--- config.mk ---
export PLATFORM = sky130hd
export DESIGN_NAME = checking_serial_sink
export DESIGN_NICKNAME = d
export VERILOG_FILES = /design/src/rtl/checking_serial_sink.sv
export SDC_FILE = /design/constraint.sdc
export NUM_CORES = 1
export LEC_CHECK = 0
export ABC_AREA = 1
export CORE_UTILIZATION = 40
export DETAILED_ROUTE_END_ITERATION = 6
export PLACE_DENSITY_LB_ADDON = 0.1
export SLEW_MARGIN = 20
export SYNTH_ARGS = -nofsm -noshare
export SYNTH_HDL_FRONTEND = slang
export SYNTH_SLANG_ARGS = --single-unit
--- constraint.sdc ---
create_clock -name clk -period 6 [get_ports clk]
set_input_delay 0.6 -clock clk [delete_from_list [all_inputs] [get_ports clk]]
set_output_delay 0.6 -clock clk [all_outputs]
set_load 0.02 [all_outputs]
--- src/rtl/checking_serial_sink.sv ---
// Serial flit receiver: start-bit framed, LSB-first deserialiser feeding a small FIFO,
// with slot reservation for backpressure and saturating rx/err/drop statistics.
module checking_serial_sink #(
    parameter int id     = 0,
    parameter int FLIT_W = 32,
    parameter int DEST_W = 4,
    parameter int DEPTH  = 2
) (
    input  logic              clk,
    input  logic              reset,
    input  logic              data,
    output logic              busy,
    output logic [FLIT_W-1:0] flit_out,
    output logic              flit_valid,
    input  logic              flit_ready,
    output logic [25:0]       rx_count,
    output logic [15:0]       err_count,
    output logic [7:0]        drop_count
);
    localparam int PTR_W = $clog2(DEPTH);
    localparam int CNT_W = $clog2(DEPTH + 1);
    localparam int BIT_W = $clog2(FLIT_W);

    typedef enum logic {IDLE, SHIFT} state_t;

    state_t              state_q, state_d;
    logic [BIT_W-1:0]    bit_cnt_q, bit_cnt_d;
    logic [FLIT_W-1:0]   shift_q, shift_d;
    logic                frame_ok_q, frame_ok_d;
    logic                done_q, done_d;
    logic                done_ok_q, done_ok_d;
    logic                res_q, res_d;
    logic                busy_q, busy_d;
    logic [PTR_W-1:0]    wr_ptr_q, wr_ptr_d;
    logic [PTR_W-1:0]    rd_ptr_q, rd_ptr_d;
    logic [CNT_W-1:0]    count_q, count_d;
    logic [FLIT_W-1:0]   flit_out_q, flit_out_d;
    logic [25:0]         rx_count_q, rx_count_d;
    logic [15:0]         err_count_q, err_count_d;
    logic [7:0]          drop_count_q, drop_count_d;
    logic [FLIT_W-1:0]   mem_q [DEPTH];
    logic                push, pop, drop;

    function automatic logic [PTR_W-1:0] ptr_inc(input logic [PTR_W-1:0] p);
        return (p == PTR_W'(DEPTH - 1)) ? '0 : p + PTR_W'(1);
    endfunction

    always_comb begin
        state_d    = state_q;
        bit_cnt_d  = bit_cnt_q;
        shift_d    = shift_q;
        frame_ok_d = frame_ok_q;
        done_d     = 1'b0;
        done_ok_d  = done_ok_q;
        res_d      = res_q;

        // The completed frame sits in shift_q for one cycle, so it is pushed on the following edge.
        push = done_q && done_ok_q;
        drop = done_q && !done_ok_q;
        pop  = (count_q != '0) && flit_ready;

        if (push) res_d = 1'b0;

        case (state_q)
            IDLE: begin
                if (data) begin
                    state_d    = SHIFT;
                    bit_cnt_d  = '0;
                    frame_ok_d = !busy_q;
                    if (!busy_q) res_d = 1'b1;
                end
            end
            SHIFT: begin
                shift_d[bit_cnt_q] = data;
                if (bit_cnt_q == BIT_W'(FLIT_W - 1)) begin
                    state_d   = IDLE;
                    done_d    = 1'b1;
                    done_ok_d = frame_ok_q;
                end else begin
                    bit_cnt_d = bit_cnt_q + BIT_W'(1);
                end
            end
            default: state_d = IDLE;
        endcase

        wr_ptr_d = push ? ptr_inc(wr_ptr_q) : wr_ptr_q;
        rd_ptr_d = pop  ? ptr_inc(rd_ptr_q) : rd_ptr_q;
        case ({push, pop})
            2'b10:   count_d = count_q + CNT_W'(1);
            2'b01:   count_d = count_q - CNT_W'(1);
            default: count_d = count_q;
        endcase

        // Head register tracks the next-state head so flit_out holds its value when empty.
        flit_out_d = flit_out_q;
        if (count_d != '0) begin
            if (count_q == '0 || (pop && count_q == CNT_W'(1)))
                flit_out_d = shift_q;
            else if (pop)
                flit_out_d = mem_q[rd_ptr_d];
        end

        busy_d = (int'(count_d) + int'(res_d)) >= DEPTH;

        rx_count_d   = (push && rx_count_q != '1) ? rx_count_q + 26'd1 : rx_count_q;
        err_count_d  = (push && shift_q[DEST_W-1:0] != DEST_W'(id) && err_count_q != '1)
                       ? err_count_q + 16'd1 : err_count_q;
        drop_count_d = (drop && drop_count_q != '1) ? drop_count_q + 8'd1 : drop_count_q;
    end

    always_ff @(posedge clk) begin
        if (reset) begin
            state_q      <= IDLE;
            bit_cnt_q    <= '0;
            shift_q      <= '0;
            frame_ok_q   <= 1'b0;
            done_q       <= 1'b0;
            done_ok_q    <= 1'b0;
            res_q        <= 1'b0;
            busy_q       <= 1'b1;
            wr_ptr_q     <= '0;
            rd_ptr_q     <= '0;
            count_q      <= '0;
            flit_out_q   <= '0;
            rx_count_q   <= '0;
            err_count_q  <= '0;
            drop_count_q <= '0;
        end else begin
            state_q      <= state_d;
            bit_cnt_q    <= bit_cnt_d;
            shift_q      <= shift_d;
            frame_ok_q   <= frame_ok_d;
            done_q       <= done_d;
            done_ok_q    <= done_ok_d;
            res_q        <= res_d;
            busy_q       <= busy_d;
            wr_ptr_q     <= wr_ptr_d;
            rd_ptr_q     <= rd_ptr_d;
            count_q      <= count_d;
            flit_out_q   <= flit_out_d;
            rx_count_q   <= rx_count_d;
            err_count_q  <= err_count_d;
            drop_count_q <= drop_count_d;
        end
    end

    always_ff @(posedge clk) begin
        if (!reset && push) mem_q[wr_ptr_q] <= shift_q;
    end

    assign busy       = busy_q;
    assign flit_out   = flit_out_q;
    assign flit_valid = (count_q != '0);
    assign rx_count   = rx_count_q;
    assign err_count  = err_count_q;
    assign drop_count = drop_count_q;
endmodule

==> results.py <==
metrics = {
    "status": {
        "outcome": "finished, final reports clean",
    },
    "synthesis": {
        "post_synth_inst_count": 1115,
        "synth.lib_cells_used.distinct": 37,
        "syn_area_sq_mm": 0.00890,
        "synth_edf_count": 64,
        "synth_flop_cell": "sky130_fd_sc_hd__dfxtp_1",
        "postSynthRegisterBits": 193,
        "synth.net_count": 1131,
        "fraction_of_the_yosys_area_taken_by_sequential_cells_pct": 50.6,
        "yosysWarningCount": 0,
        "synthesis.area_per_instance_sq_um": 7.98,
        "ffs_w_async_s_r_synth_pct": 0,
    },
    "floorplan": {
        "core_region_area_sq_mm": 0.0218,
        "die_width_um": 151,
        "dieArea_sq_mm": 0.0228,
        "floorplan.initialDensity_pct": 40.8,
        "count_of_boundary_i_o_pins": 88,
        "die_height_um": 151,
        "placement_rows": 54,
    },
    "timing": {
        "maxSlewViolCount": 0,
        "fin_crit_sh_pct": 49.1,
        "clock_skew_ps": 13.8,
        "rsz0062_at_grt": "false",
        "fmaxAchievable_mhz": 339,
        "final.min_clock_period_ps": 2950,
        "tightestPinTransition_ps": 956,
        "setup-violations-final": 0,
        "maxSlewHeadroom_pct": 36.2,
        "totalNegativeSetupSlack_ps": 0,
        "final-hold-violation-count": 0,
        "final.hold.worst_slack_ps": 472,
    },
    "clocking": {
        "cts-buffers-inserted": 17,
        "h-tree-depth": 4,
        "post-cts-setup-buffers": 0,
        "clock_tree.root_cell": "sky130_fd_sc_hd__clkbuf_16",
        "cts_hold_buffers": 0,
        "max-clock-path-buffers": 2,
        "numClockSinks": 193,
        "post_cts_resize_count": 0,
        "clk_pin_slew_ps": 70,
        "worst_skew_pair.late_latency_ps": 440,
        "cts_tree": "yes",
    },
    "global_routing": {
        "grt_util_all_layers_pct": 18.9,
        "grt-ovfl-total": 0,
        "maximum_number_of_pins_on_one_net_before_global_route_repair": 70,
        "grt_first_pass_wirelength_um": 33700,
        "grt_antenna_before_repair": 0,
        "first_global_vias": 6574,
    },
    "final_layout": {
        "relative_area_change_from_synthesis_to_final_layout_pct": 18.9,
        "layout-drive-gt1-share_pct": 7.96,
        "final_cell_mix": "287 x sky130_fd_sc_hd__nand2_1, 165 x sky130_fd_sc_hd__nor2_1, 129 x sky130_fd_sc_hd__dfxtp_1, 98 x sky130_fd_sc_hd__inv_1, 86 x sky130_fd_sc_hd__clkdlybuf4s50_1",
        "most_common_cell_after_layout_fill_and_taps_aside": "sky130_fd_sc_hd__nand2_1",
        "layout_utilization_pct": 48.5,
        "design.final.nets": 1196,
        "num_antenna_cells": 0,
    },
    "power_and_ir_drop": {
        "worst_ir_drop_vdd_v": 0.000178,
        "p_leak_nw": 3.89,
        "p_per_area_mw_per_mm2": 247,
    },
    "routing": {
        "first_pass_iteration_count_of_the_detailed_router": 4,
        "drt_iter0_markers": 532,
        "drc": 0,
        "detail_route.wirelength_um": 20300,
        "routed_via_density": 4.83,
        "ant_nets": 0,
        "routedWlPerCell_um": 13.8,
        "routed-via-count": 7119,
    },
    "place": {
        "post-dp-hpwl_um": 12600,
        "gp_routability_congestion": 0.843,
        "io_buffers": 87,
    },
    "worst_setup_path": {
        "reg2reg_slack_ps": 3050,
        "critical_path_required_ps": 6320,
        "worst_r2r_path_cells": 12,
        "crit_path_start_kind": "register",
        "timing.rr.start": "done_ok_q",
        "worstReg2RegEnd": "flit_out[10]",
        "worst_setup_path_end_kind": "register",
        "worst-endpoint-arrival_ps": 3270,
        "crit_start": "done_ok_q",
        "worstPathMaxFanout": 49,
        "critPathKind": "register to register",
    },
    "worst_hold_path": {
        "hold_path_startpoint": "frame_ok_q",
        "hold-path-cell-count": 2,
        "worst_case_hold_path_end_point": "frame_ok_q",
        "worstHoldPathType": "register to register",
    },
    "job": {
        "timing.max_cap.violations": 0,
    },
}
[worst max path at each step]
stage | endpoint | slack [ps] | depth (start not counted)
5_1_grt | flit_out[1] | 2660 | 12
3_5_place_dp | flit_out[10] | 2830 | 11
6_report | flit_out[10] | 3050 | 12
4_1_cts | flit_out[10] | 3010 | 12
3_3_place_gp | flit_out[31] | 2890 | 11
2_1_floorplan | mem_q[1][0] | 2280 | 3
[sequential cells by signal, indices dropped and copies added, names as in the netlist, 2 cells and up]
name	flops
mem_q	64
rx_count	26
err_count	16
flit_out	32
bit_cnt_q	5
count_q	2
shift_q	32
drop_count	8
[cells in the mapped netlist (18+ instances only)]
| cell | number | area (sq um) |
|---|---|---|
| sky130_fd_sc_hd__nand2_1 | 288 | 1080 |
| sky130_fd_sc_hd__inv_1 | 99 | 372 |
| sky130_fd_sc_hd__a311oi_1 | 24 | 210 |
| sky130_fd_sc_hd__o21ai_0 | 58 | 290 |
| sky130_fd_sc_hd__dfxtp_1 | 129 | 2580 |
| sky130_fd_sc_hd__edfxtp_1 | 64 | 1920 |
| sky130_fd_sc_hd__o21ai_1 | 19 | 95.1 |
| sky130_fd_sc_hd__nor2_1 | 166 | 623 |
| sky130_fd_sc_hd__nand3_1 | 32 | 160 |
| sky130_fd_sc_hd__a21oi_1 | 66 | 330 |
| sky130_fd_sc_hd__clkbuf_1 | 27 | 101 |
| sky130_fd_sc_hd__xor2_1 | 18 | 158 |
| sky130_fd_sc_hd__a21oi_2 | 18 | 158 |
[cell families after synthesis]
logic type                 count (synthesis)  share of synthesized area (%)
DFF                                      193                           50.6
adders and majority gates                 12                           1.69
xor gates and xnor gates                  29                           2.85
AOI/OAI and AO/OA                        190                           12.6
and+or+nand+nor                          540                           25.2
buffers and inverters                    151                           7.07
[layer usage]
metal | up-vias | track usage, % | wire (um)
met5 | - | 0 | 0
met4 | 0 | 5.85 | 208
met3 | 13 | 3.04 | 828
met2 | 134 | 31.2 | 9360
met1 | 3215 | 25.4 | 9870
li1 | 3757 | - | -
[area by class of cell]
class | instances | area [sq um]
Fill cell | 2190 | 11200
Sequential cell | 193 | 4500
Multi-Input combinational cell | 771 | 3780
Timing Repair Buffer | 95 | 928
Clock buffer | 18 | 439
Inverter | 102 | 383
Tap cell | 280 | 350
Clock inverter | 14 | 195
[report_power, final]
| group | switching, mW | internal, mW |
|---|---|---|
| Combinational | 0.0358 | 0.00874 |
| Clock | 0.535 | 0.684 |
| Sequential | 0.00396 | 1.34 |
[through the flow]
stage	std cells	cell area [sq um]	setup WS (ps)	total power, mW
CTS	1473	10600	3010	2.64
global placement	1441	9940	2890	1.42
global route	1473	10600	2660	2.70
floorplan	1115	8900	2280	1.41
detailed placement	1441	9940	2830	1.42
finish	1473	10600	3050	2.61
[worst max-delay path, cell delays in order, from the launching register on]
cell and delay (ps):
sky130_fd_sc_hd__dfxtp_1 320, sky130_fd_sc_hd__nand2_1 250, sky130_fd_sc_hd__clkinv_1 390, sky130_fd_sc_hd__ha_1 340, sky130_fd_sc_hd__nand2_1 60, sky130_fd_sc_hd__o21ai_0 80, sky130_fd_sc_hd__o21ai_0 270, sky130_fd_sc_hd__nand2_1 110
sky130_fd_sc_hd__nand2_2 270, sky130_fd_sc_hd__buf_4 470, sky130_fd_sc_hd__nand2_1 100, sky130_fd_sc_hd__nand2_1 70, sky130_fd_sc_hd__nor2_1 60
(Power assumes the default switching activity.)
